## config.mk

```make
export PLATFORM = sky130hd
export DESIGN_NAME = uncache_axi_bridge
export DESIGN_NICKNAME = d
export VERILOG_FILES = /design/src/rtl/uncache_axi_bridge.sv
export SDC_FILE = /design/constraint.sdc
export NUM_CORES = 1
export LEC_CHECK = 0
export CORE_ASPECT_RATIO = 0.75
export CORE_UTILIZATION = 37
export DETAILED_ROUTE_END_ITERATION = 7
export GPL_TIMING_DRIVEN = 0
export PLACE_DENSITY = 0.76
export SKIP_LAST_GASP = 1
export SYNTH_ARGS = -nofsm -noshare
export SYNTH_HDL_FRONTEND = slang
export SYNTH_SLANG_ARGS = --single-unit
```

## constraint.sdc

```tcl
create_clock -name clk -period 4.3 [get_ports clk]
set_input_delay 0.86 -clock clk [delete_from_list [all_inputs] [get_ports clk]]
set_output_delay 0.86 -clock clk [all_outputs]
set_load 0.05 [all_outputs]
```

## src/rtl/uncache_axi_bridge.sv

```systemverilog
// Uncached request to single-beat AXI bridge.
// One transaction in flight; refresh pulses once on completion.
module uncache_axi_bridge #(
  parameter logic [3:0] AXI_ID = 4'd1
) (
  input  logic        clk,
  input  logic        rst,
  input  logic        axi_en,
  input  logic [3:0]  axi_wsel,
  input  logic [31:0] axi_addr,
  input  logic [31:0] axi_wdata,
  output logic        refresh,
  output logic [31:0] axi_rdata,
  output logic [3:0]  arid,
  output logic [31:0] araddr,
  output logic [3:0]  arlen,
  output logic [2:0]  arsize,
  output logic [1:0]  arburst,
  output logic        arvalid,
  input  logic        arready,
  input  logic [3:0]  rid,
  input  logic [31:0] rdata,
  input  logic [1:0]  rresp,
  input  logic        rlast,
  input  logic        rvalid,
  output logic        rready,
  output logic [3:0]  awid,
  output logic [31:0] awaddr,
  output logic [3:0]  awlen,
  output logic [2:0]  awsize,
  output logic [1:0]  awburst,
  output logic        awvalid,
  input  logic        awready,
  output logic [3:0]  wid,
  output logic [31:0] wdata,
  output logic [3:0]  wstrb,
  output logic        wlast,
  output logic        wvalid,
  input  logic        wready,
  input  logic [3:0]  bid,
  input  logic [1:0]  bresp,
  input  logic        bvalid,
  output logic        bready
);

  typedef enum logic [2:0] {
    IDLE,
    RD_A,
    RD_D,
    WR_AW,
    WR_B,
    DONE
  } state_t;

  state_t state;
  state_t state_nxt;

  logic        refresh_nxt;
  logic [31:0] axi_rdata_nxt;
  logic [3:0]  arid_nxt;
  logic [31:0] araddr_nxt;
  logic [3:0]  arlen_nxt;
  logic [2:0]  arsize_nxt;
  logic [1:0]  arburst_nxt;
  logic        arvalid_nxt;
  logic        rready_nxt;
  logic [3:0]  awid_nxt;
  logic [31:0] awaddr_nxt;
  logic [3:0]  awlen_nxt;
  logic [2:0]  awsize_nxt;
  logic [1:0]  awburst_nxt;
  logic        awvalid_nxt;
  logic [3:0]  wid_nxt;
  logic [31:0] wdata_nxt;
  logic [3:0]  wstrb_nxt;
  logic        wlast_nxt;
  logic        wvalid_nxt;
  logic        bready_nxt;

  // A write channel counts as finished once its valid has
  // dropped or its handshake happens on the coming edge.
  logic aw_ok;
  logic w_ok;
  logic is_rd;

  assign aw_ok = !awvalid || awready;
  assign w_ok  = !wvalid || wready;
  assign is_rd = (axi_wsel == 4'b0000);

  // Response ids and status are not used by the CPU side.
  logic unused_rsp;
  assign unused_rsp = ^{rid, rresp, rlast, bid, bresp};

  // State register.
  always_ff @(posedge clk or posedge rst) begin
    if (rst) begin
      state <= IDLE;
    end else begin
      state <= state_nxt;
    end
  end

  // Next-state decode.
  always_comb begin
    state_nxt = state;
    unique case (state)
      IDLE: begin
        if (axi_en) begin
          state_nxt = is_rd ? RD_A : WR_AW;
        end
      end
      RD_A: begin
        if (arready) begin
          state_nxt = RD_D;
        end
      end
      RD_D: begin
        if (rvalid) begin
          state_nxt = DONE;
        end
      end
      WR_AW: begin
        if (aw_ok && w_ok) begin
          state_nxt = WR_B;
        end
      end
      WR_B: begin
        if (bvalid) begin
          state_nxt = DONE;
        end
      end
      DONE: begin
        state_nxt = IDLE;
      end
      default: begin
        state_nxt = IDLE;
      end
    endcase
  end

  // Next value of every registered output.
  always_comb begin
    refresh_nxt   = 1'b0;
    axi_rdata_nxt = axi_rdata;
    arid_nxt      = arid;
    araddr_nxt    = araddr;
    arlen_nxt     = arlen;
    arsize_nxt    = arsize;
    arburst_nxt   = arburst;
    arvalid_nxt   = arvalid;
    rready_nxt    = rready;
    awid_nxt      = awid;
    awaddr_nxt    = awaddr;
    awlen_nxt     = awlen;
    awsize_nxt    = awsize;
    awburst_nxt   = awburst;
    awvalid_nxt   = awvalid;
    wid_nxt       = wid;
    wdata_nxt     = wdata;
    wstrb_nxt     = wstrb;
    wlast_nxt     = wlast;
    wvalid_nxt    = wvalid;
    bready_nxt    = bready;
    unique case (state)
      IDLE: begin
        if (axi_en && is_rd) begin
          arvalid_nxt = 1'b1;
          araddr_nxt  = axi_addr;
          arid_nxt    = AXI_ID;
          arlen_nxt   = 4'd0;
          arsize_nxt  = 3'b010;
          arburst_nxt = 2'b01;
        end else if (axi_en) begin
          awvalid_nxt = 1'b1;
          awaddr_nxt  = {axi_addr[31:2], 2'b00};
          awid_nxt    = AXI_ID;
          awlen_nxt   = 4'd0;
          awsize_nxt  = 3'b010;
          awburst_nxt = 2'b01;
          wvalid_nxt  = 1'b1;
          wid_nxt     = AXI_ID;
          wdata_nxt   = axi_wdata;
          wstrb_nxt   = axi_wsel;
          wlast_nxt   = 1'b1;
        end
      end
      RD_A: begin
        if (arready) begin
          arvalid_nxt = 1'b0;
          rready_nxt  = 1'b1;
        end
      end
      RD_D: begin
        if (rvalid) begin
          rready_nxt    = 1'b0;
          axi_rdata_nxt = rdata;
          refresh_nxt   = 1'b1;
        end
      end
      WR_AW: begin
        if (awready) begin
          awvalid_nxt = 1'b0;
        end
        if (wready) begin
          wvalid_nxt = 1'b0;
        end
        if (aw_ok && w_ok) begin
          bready_nxt = 1'b1;
        end
      end
      WR_B: begin
        if (bvalid) begin
          bready_nxt  = 1'b0;
          refresh_nxt = 1'b1;
        end
      end
      DONE: begin
        refresh_nxt = 1'b0;
      end
      default: begin
        refresh_nxt = 1'b0;
      end
    endcase
  end

  // Output registers; reset abandons any bus transaction.
  always_ff @(posedge clk or posedge rst) begin
    if (rst) begin
      refresh   <= 1'b0;
      axi_rdata <= '0;
      arid      <= '0;
      araddr    <= '0;
      arlen     <= '0;
      arsize    <= '0;
      arburst   <= '0;
      arvalid   <= 1'b0;
      rready    <= 1'b0;
      awid      <= '0;
      awaddr    <= '0;
      awlen     <= '0;
      awsize    <= '0;
      awburst   <= '0;
      awvalid   <= 1'b0;
      wid       <= '0;
      wdata     <= '0;
      wstrb     <= '0;
      wlast     <= 1'b0;
      wvalid    <= 1'b0;
      bready    <= 1'b0;
    end else begin
      refresh   <= refresh_nxt;
      axi_rdata <= axi_rdata_nxt;
      arid      <= arid_nxt;
      araddr    <= araddr_nxt;
      arlen     <= arlen_nxt;
      arsize    <= arsize_nxt;
      arburst   <= arburst_nxt;
      arvalid   <= arvalid_nxt;
      rready    <= rready_nxt;
      awid      <= awid_nxt;
      awaddr    <= awaddr_nxt;
      awlen     <= awlen_nxt;
      awsize    <= awsize_nxt;
      awburst   <= awburst_nxt;
      awvalid   <= awvalid_nxt;
      wid       <= wid_nxt;
      wdata     <= wdata_nxt;
      wstrb     <= wstrb_nxt;
      wlast     <= wlast_nxt;
      wvalid    <= wvalid_nxt;
      bready    <= bready_nxt;
    end
  end

endmodule

```

==> metrics, run 1 <==
total congestion overflow 0; WP data required roughly 3400 ps; CP Launch Point wlast$_DFFE_PP0P_; post-DP HPWL 10,380 microns; Worst-Skew Late Latency around 410 ps; antenna violations before repair 0; max cap viols 0; io pins 290; Num CTS Buffers 17; CTS tree built; clock transition at the registers of the reported paths approximately 60 ps; flop-to-flop setup slack around 2300 ps; sequential-to-total area share from yosys stat 0.6000; CTS resizes 0; Slew @ Worst Pin roughly 540 ps; clock tree buffer depth 2; synth unique cells 29; FF+latch count, synth 141; run status finished clean; Die X between 100 and 150 microns; most frequent cells in the layout 251 x clkdlybuf4s50_1, 141 x dfrtp_1, 73 x mux2_2; skew final around 4.8 ps; worst-path cell chain buf_4, clkdlybuf4s50_1; synthesis-to-layout area growth 59.85%; reg-to-reg endpoint awaddr[24]$_DFFE_PP0P_; Worst Hold Class reg -> reg; row cnt 39; vias in the first global route about 4,300; drt total wl about 14,000 microns; Starting Density 0.3826; Final Setup Violations 0; Max VDD drop 0.0004889 V; DRT Pass-1 Iters 4; cts hold-fix bufs 0; First DRT Iteration DRCs 140; CP Class reg -> out; FF-to-FF path depth 6; PwrDens ~950 mW/mm^2; RSZ-0062 raised after global routing no; synthesized area 0.005881 sq mm; Setup crit end kind output pin; gpl congestion 0.8302; Post-CTS Setup Repair Bufs 0; Synthesis Warnings 0; share of cells above drive strength 1 0.3176; die span in y ~110 microns; Root Buffer Master clkbuf_16; GRT Total Usage 0.1796; Avg WL per Cell between 15 and 20 microns; first-pass GRT wire length ~23,000 microns; Tmin final 2612 ps; diode count 0; max-slew violations 0; Rel. slew slack 0.6382; vias per cell around 4.5; Worst path depth 2; fin util 0.6116; CP peak stage delay about 790 ps; Period Utilization, post-route 0.6074; FF-to-FF Start state[1]$_DFFE_PP0P_; final hold viol count 0; FMAX roughly 380 MHz; port bufs 251; crit-path max FO 6; Critical-path top delay cell clkdlybuf4s50_1; cells after synthesis 367; DRC Markers 0; Crit path max-delay family buffers and inverters; CTS H-tree lvls 4; clk sink count about 140; Mean Syn Cell Area approximately 16 sq um; startpoint types register; sum of negative setup slack 0 ps; Leak Pwr roughly 4.3 nW; core region area about 0.015 sq mm; vias 3,946; Pwr Total roughly 8.9 mW; Routed Antenna Nets 0; setup ws final ~1700 ps; most common cell after layout, fill and taps aside clkdlybuf4s50_1; CP bufs+invs 2; largest net degree at the start of global routing 46; Critical Path End wid[0]; pre-CTS WS between 1000 and 1500 ps; die footprint 0.01641 sq mm; CP Data Arrival Time 1750 ps; final layout net count between 700 and 800
per-stage QoR:
stage	cells	hold slack [ps]	area, sq um
global route	882	512.5	9400
CTS	882	505.6	9400
finish	882	501.6	9400
global placement	847	487.9	8743
floorplan	391	597.7	5974
detailed placement	850	492.4	8803
logic make-up (layout without fill, tap and decap cells):
kind of cell	after synthesis	after routing	share of synthesized area
AO/OA/AOI/OAI	21	21	0.02213
AND/OR/NAND/NOR	23	23	0.02787
other	1	25	0.0006377
flip-flops	141	141	0.6000
multiplexers	130	130	0.2853
buffers and inverters	51	337	0.06404
power by group:
part           total, mW  internal, mW  switching, mW
registers           2.36          1.99          0.367
clock network       1.46         0.917          0.541
logic               5.13          1.99           3.14
total               8.94          4.89           4.05
flip-flops by register name, indices dropped and copies added (netlist names), 3 cells and up:
name / flops
araddr: 32
awaddr: 30
wdata: 32
axi_rdata: 32
wstrb: 4
state: 3
worst min-delay path by stage:
stage / startpoint / end / cells past startpoint
after floorplan: state[1]$_DFFE_PP0P_ / awvalid$_DFFE_PP0P_ / 2
after global placement: wdata[17]$_DFFE_PP0P_ / wdata[17]$_DFFE_PP0P_ / 1
after detailed placement: wstrb[3]$_DFFE_PP0P_ / wstrb[3]$_DFFE_PP0P_ / 1
after CTS: awaddr[5]$_DFFE_PP0P_ / awaddr[5]$_DFFE_PP0P_ / 1
after global routing: wdata[24]$_DFFE_PP0P_ / wdata[24]$_DFFE_PP0P_ / 1
final: araddr[28]$_DFFE_PP0P_ / araddr[28]$_DFFE_PP0P_ / 1
cells in the mapped netlist (all sizes together):
cell    instances  area share
dfrtp         141        0.60
mux2          130        0.29
buf            46       0.061
nand2b          8      0.0098
a21oi           6      0.0051
a31oi           6      0.0064
o21ai           4      0.0034
inv             3      0.0019
nand2           3      0.0023
nor2b           3      0.0032
clkbuf          2      0.0013
nand3b          2      0.0026
nor2            2      0.0013
a211o           1      0.0015
a21bo           1      0.0017
a22oi           1      0.0013
conb            1     0.00064
nand3           1     0.00085
nand4           1      0.0011
nor3            1     0.00085
nor4b           1      0.0040
o22a            1      0.0015
o31ai           1      0.0013
or4             1      0.0019
worst register-to-register path, stage by stage (launching register included):
cell,delay (ps)
dfrtp_1,350
buf_2,180
nor4b_4,470
nand2_2,170
buf_6,190
buf_6,180
mux2_4,310
final cells by class:
cell class                 instances  area [sq um]
buffer                            48         365.4
clock buffer                      23         488.0
clock inverter                     9         108.9
fill                            1186          5971
inverter                           3         15.01
multi-input combinational        199          2066
sequential                       141          3528
tap                              205         256.5
timing repair buffer             254          2572
layer usage:
metal | global-route usage | share of wire
met1 | 0.2175 | 0.43
met2 | 0.2991 | 0.49
met3 | 0.06461 | 0.071
met4 | 0.05292 | 0.012
met5 | 0 | 0
No activity file was read; power rests on OpenSTA's default activity.
==> run 2: changes to the inputs <==
clock period = 2.1 ns   (was 4.3 ns; I/O delays follow)
==> run 2 against run 1 <==
  * Clock skew stayed put
  * Critical path depth is 1 lower
  * Sequential share of layout area hardly changed
  * Clock power is 100% higher
  * Routed wire length hardly changed
  * Register-to-register slack worse by 2200 ps
  * Flip-flop and latch count stayed put
  * Via count hardly changed
  * Total power is 100% higher
  * Core utilization is 0.057 points lower
  * Die area stayed put
==> metrics, run 2 (synthesis gave the netlist of run 1 again) <==
io pins 290 (unchanged); power share of the sequential group 0.264 (about the same); most frequent cells in the layout 244 x clkdlybuf4s50_1, 141 x dfrtp_1, 73 x mux2_2; final layout net count 785 (unchanged); Avg WL per Cell 15.75 microns (about the same); Num CTS Buffers 17 (unchanged); run status finished clean; final hold viol count 0 (unchanged); FMAX around 490 MHz; Tmin final roughly 2000 ps; synthesis-to-layout area growth 59.70% (about the same); WP data required 1680 ps (-1760 ps); port bufs 251 (unchanged); switch share 0.4532 (about the same); GRT Total Usage 0.1796 (unchanged); crit-path max FO 4 (-2); vias in the first global route 4,338 (unchanged); diode count 0 (unchanged); First DRT Iteration DRCs 140 (unchanged); Critical-path top delay cell clkdlybuf4s50_1; die footprint 0.01641 sq mm (unchanged); cts hold-fix bufs 0 (unchanged); Period Utilization, post-route 0.9741; Crit path max-delay family buffers and inverters; Root Buffer Master clkbuf_16; tightest hold margin 389.1 ps (-112.5 ps); placed inst area 0.008803 sq mm (unchanged); core region area 0.01537 sq mm (unchanged); PwrDens 1948 mW/mm^2 (+100%); max cap viols 0 (unchanged); Leak Pwr 4.269 nW (-0.15%); Worst Hold Class in -> async; vias per cell 4.477 (about the same); Worst path depth 1 (-1); post-DP HPWL 10,380 microns (unchanged); worst-path cell chain clkdlybuf4s50_1; skew final 4.816 ps (unchanged); vias 3,949 (+0.076%); Final Setup Violations 0 (unchanged); gpl congestion 0.8302 (unchanged); biggest regs araddr (32), axi_rdata (32), wdata (32); Int Pwr 10.00 mW (+100%); share of cells above drive strength 1 0.3176 (unchanged); Switch Pwr 8.291 mW (+100%); die span in y 111.2 microns (unchanged); Slew @ Worst Pin 541.0 ps (unchanged); pre-CTS WS -368.3 ps (-1760 ps); CTS H-tree lvls 4 (unchanged); drt total wl 13,890 microns (about the same); CP Data Arrival Time 1630 ps (-120 ps); clock tree buffer depth 2 (unchanged); top layer in use met4; FF-to-FF path depth 6 (unchanged); Logic pwr share 0.573 (about the same); CTS tree built; largest net degree at the start of global routing 46 (unchanged); CP bufs+invs 1 (-1); CP Class reg -> out; DRC Markers 0 (unchanged); Rel. slew slack 0.6382 (unchanged); startpoint types register; Max VDD drop 0.0009838 V (+100%); Routed Antenna Nets 0 (unchanged); Setup crit end kind output pin; final cell count without fillers 882 (unchanged); Worst-Skew Late Latency 410 ps (about the same); DR WL met2 6838 microns (about the same); Starting Density 0.3826 (unchanged); row cnt 39 (unchanged); design area 0.009392 sq mm (about the same); most common cell after layout, fill and taps aside clkdlybuf4s50_1; DRT met1 WL 5895 microns (-0.27%); clk sink count 141 (unchanged); Clk network pwr share 0.163 (about the same); RSZ-0062 raised after global routing no; Post-CTS Setup Repair Bufs 0 (unchanged); max-slew violations 0 (unchanged); Inst Count DP 850 (unchanged); Die X 147.6 microns (unchanged); first-pass GRT wire length 22,890 microns (unchanged); antenna violations before repair 0 (unchanged); clock transition at the registers of the reported paths 60 ps (about the same); CTS resizes 7 (+7); setup ws final 54.47 ps (-1634 ps); DRT Pass-1 Iters 4 (unchanged); total congestion overflow 0 (unchanged); routed length on met3 994 microns (+0.20%); CP peak stage delay 820 ps (+30 ps)
[run 2: layer usage]
metal	vias up	global-route usage
li1	1824	-
met1	1959	0.2175
met2	151	0.2991
met3	15	0.06461
met4	0	0.05292
met5	-	0
[run 2: per-stage QoR]
stage                     TNS, ps  utilization  power (mW)
final                           0       0.6110       18.29
after global routing            0       0.6110       19.05
after CTS                       0       0.6110       18.46
after detailed placement   -31590       0.5727       15.40
after global placement    -202290       0.5688       15.21
after floorplan            -11710            -       11.89
[run 2: worst paths after layout]
path / startpoint / end / slack (ps)
max: arid[0]$_DFFE_PP0P_ / arburst[0] / 50
min: rst / axi_rdata[27]$_DFFE_PP0P_ / 390
max reg2reg: state[1]$_DFFE_PP0P_ / awaddr[24]$_DFFE_PP0P_ / 140
min reg2reg: araddr[28]$_DFFE_PP0P_ / araddr[28]$_DFFE_PP0P_ / 500
max in group asynchronous: rst / wdata[18]$_DFFE_PP0P_ / 1140
min in group clk: araddr[28]$_DFFE_PP0P_ / araddr[28]$_DFFE_PP0P_ / 500
[run 2: cell type report]
type	count	area, sq um
clock inverters	9	108.9
flip-flops and latches	141	3528
well taps	205	256.5
clock buffers	23	488.0
plain buffers	48	365.4
inverters	3	15.01
multi-input cells	199	2066
fillers	1191	5979
repair buffers	254	2564
[run 2: power by group through the flow]
stage | clock (mW) | sequential (mW) | combinational, mW
finish | 2.98 | 4.82 | 10.5
global route | 3.20 | 4.99 | 10.9
CTS | 3.07 | 4.84 | 10.6
detailed placement | 0 | 4.85 | 10.5
global placement | 0 | 4.78 | 10.4
floorplan | 0 | 9.43 | 2.47
==> run 3: changes to the inputs <==
ABC_CLOCK_PERIOD_IN_PS = 2100   (was not set)
CELL_PAD_IN_SITES_DETAIL_PLACEMENT = 0   (was not set)
CELL_PAD_IN_SITES_GLOBAL_PLACEMENT = 1   (was not set)
CORE_UTILIZATION = 29   (was 37)
PLACE_DENSITY = 0.77   (was 0.76)
TNS_END_PERCENT = 10   (was not set)
==> run 3 against run 2 <==
  * The flow now finishes with violations (DRC, setup timing)
  * Design area up 0.95%
  * Global-route usage decreased by 3.5 points
  * Fmax is 6.5% lower
  * Sequential share of layout area down 0.35 points
  * Clock-buffer cell count down 5
  * Register-to-register slack about the same
  * Die area rose by 27%
  * First-iteration DRC count is 5.7% lower
  * Routed wire length grew 5.2%
  * Cell count grew 5.3%
  * Hold slack better by 87 ps
  * Non-clock buffer count stayed put
==> metrics, run 3 (synthesis gave the netlist of run 1 again) <==
Leak Pwr 4.280 nW (+0.27%); reg-to-reg endpoint wstrb[0]$_DFFE_PP0P_; Num CTS Buffers 17 (unchanged); biggest regs araddr (32), axi_rdata (32), wdata (32); CTS H-tree lvls 4 (unchanged); Tmin final 2189 ps (+143.3 ps); Max VDD drop 0.001026 V (+4.3%); Avg WL per Cell 15.72 microns (-0.16%); final layout net count 785 (unchanged); Inst Count DP 898 (+5.6%); final cell count without fillers 929 (+5.3%); sum of negative setup slack -221.4 ps (-221.4 ps); Worst Hold Class in -> async; power share of the sequential group 0.261 (-0.003); max-slew violations 0 (unchanged); FF-to-FF Start state[1]$_DFFE_PP0P_; failing checks DRC, setup timing; startpoint types register; Rel. slew slack 0.5182 (-0.1201); final hold viol count 0 (unchanged); first-pass GRT wire length 23,560 microns (+2.9%); Starting Density 0.3001 (-0.08253); diode count 0 (unchanged); Root Buffer Master clkbuf_16; flop-to-flop setup slack 140 ps (about the same); synthesis-to-layout area growth 61.21%; Fillers 1,716 (+44%); run status finished, violations left; port bufs 251 (unchanged); Logic pwr share 0.567 (-0.006); Worst-Skew Late Latency 410 ps (about the same); row cnt 44 (+13%); CP Class reg -> out; clk sink count 141 (unchanged); First DRT Iteration DRCs 132 (-5.7%); vias 3,895 (-1.4%); die footprint 0.02086 sq mm (+27%); Critical Path End awsize[1]; core region area 0.01960 sq mm (+28%); post-DP HPWL 10,960 microns (+5.5%); Slew @ Worst Pin 721.2 ps (+180.3 ps); CP Data Arrival Time 1770 ps (+140 ps); GRT Total Usage 0.1449 (-0.03469); vias per cell 4.193 (-6.4%); max cap viols 0 (unchanged); Switch Pwr 8.387 mW (+1.1%); crit-path max FO 6 (+2); vias in the first global route 4,141 (-4.5%); FMAX 456.9 MHz (-6.5%); Die X 166.4 microns (+13%); clock tree buffer depth 2 (unchanged); most frequent cells in the layout 249 x clkdlybuf4s50_1, 141 x dfrtp_1, 73 x mux2_2; share of cells above drive strength 1 0.3180 (+0.0004698); WP data required 1680 ps (about the same); clock transition at the registers of the reported paths 60 ps (about the same); die span in y 125.3 microns (+13%); Clk network pwr share 0.171 (+0.008); gpl congestion 0.7371 (-11%); FF-to-FF path depth 6 (unchanged); RSZ-0062 raised after global routing yes; PwrDens 1953 mW/mm^2 (+0.27%); Int Pwr 10.13 mW (+1.3%); switch share 0.4529 (about the same); most common cell after layout, fill and taps aside clkdlybuf4s50_1; DRT Pass-1 Iters 6 (+2); CTS tree built; drt total wl 14,610 microns (+5.2%); largest net degree at the start of global routing 41 (-11%); antenna violations before repair 0 (unchanged); Post-CTS Setup Repair Bufs 0 (unchanged); total congestion overflow 0 (unchanged); fin util 0.4837 (-0.1273); Period Utilization, post-route 1.042 (+0.06825); io pins 290 (unchanged); tightest hold margin 476.0 ps (+86.91 ps); Final Setup Violations 5 (+5); Setup crit end kind output pin; setup ws final -88.86 ps (-143.3 ps); CP Launch Point wlast$_DFFE_PP0P_; DRC Markers 20 (+20); skew final 7.597 ps (+2.781 ps); pre-CTS WS -361.0 ps (+7.371 ps); Routed Antenna Nets 0 (unchanged)
## run 3: changes by cell type in the layout (fill, tap and decap cells not counted), sizes merged, moves of 2 or more
cell / change
dlygate4sd2: -6
clkbuf: -5
clkdlybuf4s50: +5
inv: +3
bufinv: +2
## run 3: timing repair
item / 4_1_cts / 5_1_grt
hold buffers: 0 / 0
endpoints found under the setup margin: 7 / 10
resized for setup: 1 / 1
hold endpoints to repair: 0 / 0
pin swaps: 0 / 0
## run 3: layout make-up
cell class | count | area, sq um | share of cell area
plain buffers | 48 | 365.4 | 0.03854
repair buffers | 254 | 2574 | 0.2715
flip-flops and latches | 141 | 3528 | 0.3722
multi-input cells | 199 | 2066 | 0.2179
inverters | 3 | 15.01 | 0.001584
well taps | 253 | 316.6 | 0.03339
clock inverters | 13 | 186.4 | 0.01966
clock buffers | 18 | 429.2 | 0.04527
## run 3: worst min path at each step
stage,endpoint,slack [ps],cells past startpoint,from
after floorplan,awvalid$_DFFE_PP0P_,520,1,awready
after global placement,wdata[20]$_DFFE_PP0P_,490,1,wdata[20]$_DFFE_PP0P_
after CTS,wdata[21]$_DFFE_PP0P_,480,2,rst
after global routing,awaddr[29]$_DFFE_PP0P_,520,2,rst
after detailed placement,wstrb[1]$_DFFE_PP0P_,490,1,wstrb[1]$_DFFE_PP0P_
final,araddr[10]$_DFFE_PP0P_,480,2,rst
## run 3: power groups by stage
| stage | combinational, mW | sequential (mW) | clock, mW |
|---|---|---|---|
| floorplan | 2.47 | 9.43 | 0 |
| global placement | 10.5 | 4.80 | 0 |
| detailed placement | 10.6 | 4.86 | 0 |
| CTS | 10.6 | 4.85 | 3.28 |
| global route | 10.9 | 5.03 | 3.41 |
| finish | 10.5 | 4.84 | 3.17 |
## run 3: critical path, cell delays in order (launching register included)
cell	delay, ps
dfrtp_1	440
buf_4	140
clkdlybuf4s50_1	780
## run 3: layer usage
metal | GRT usage | wire length [microns] | vias to the layer above
li1 | - | - | 1829
met1 | 0.1857 | 6320 | 1883
met2 | 0.2192 | 6503 | 174
met3 | 0.06743 | 1642 | 9
met4 | 0.03922 | 139 | 0
met5 | 0 | 0 | -
## run 3: per-stage QoR
stage	cell area (sq um)	power, mW
finish	9480	18.52
floorplan	5974	11.89
detailed placement	8864	15.43
global placement	8803	15.29
CTS	9478	18.73
global route	9480	19.34
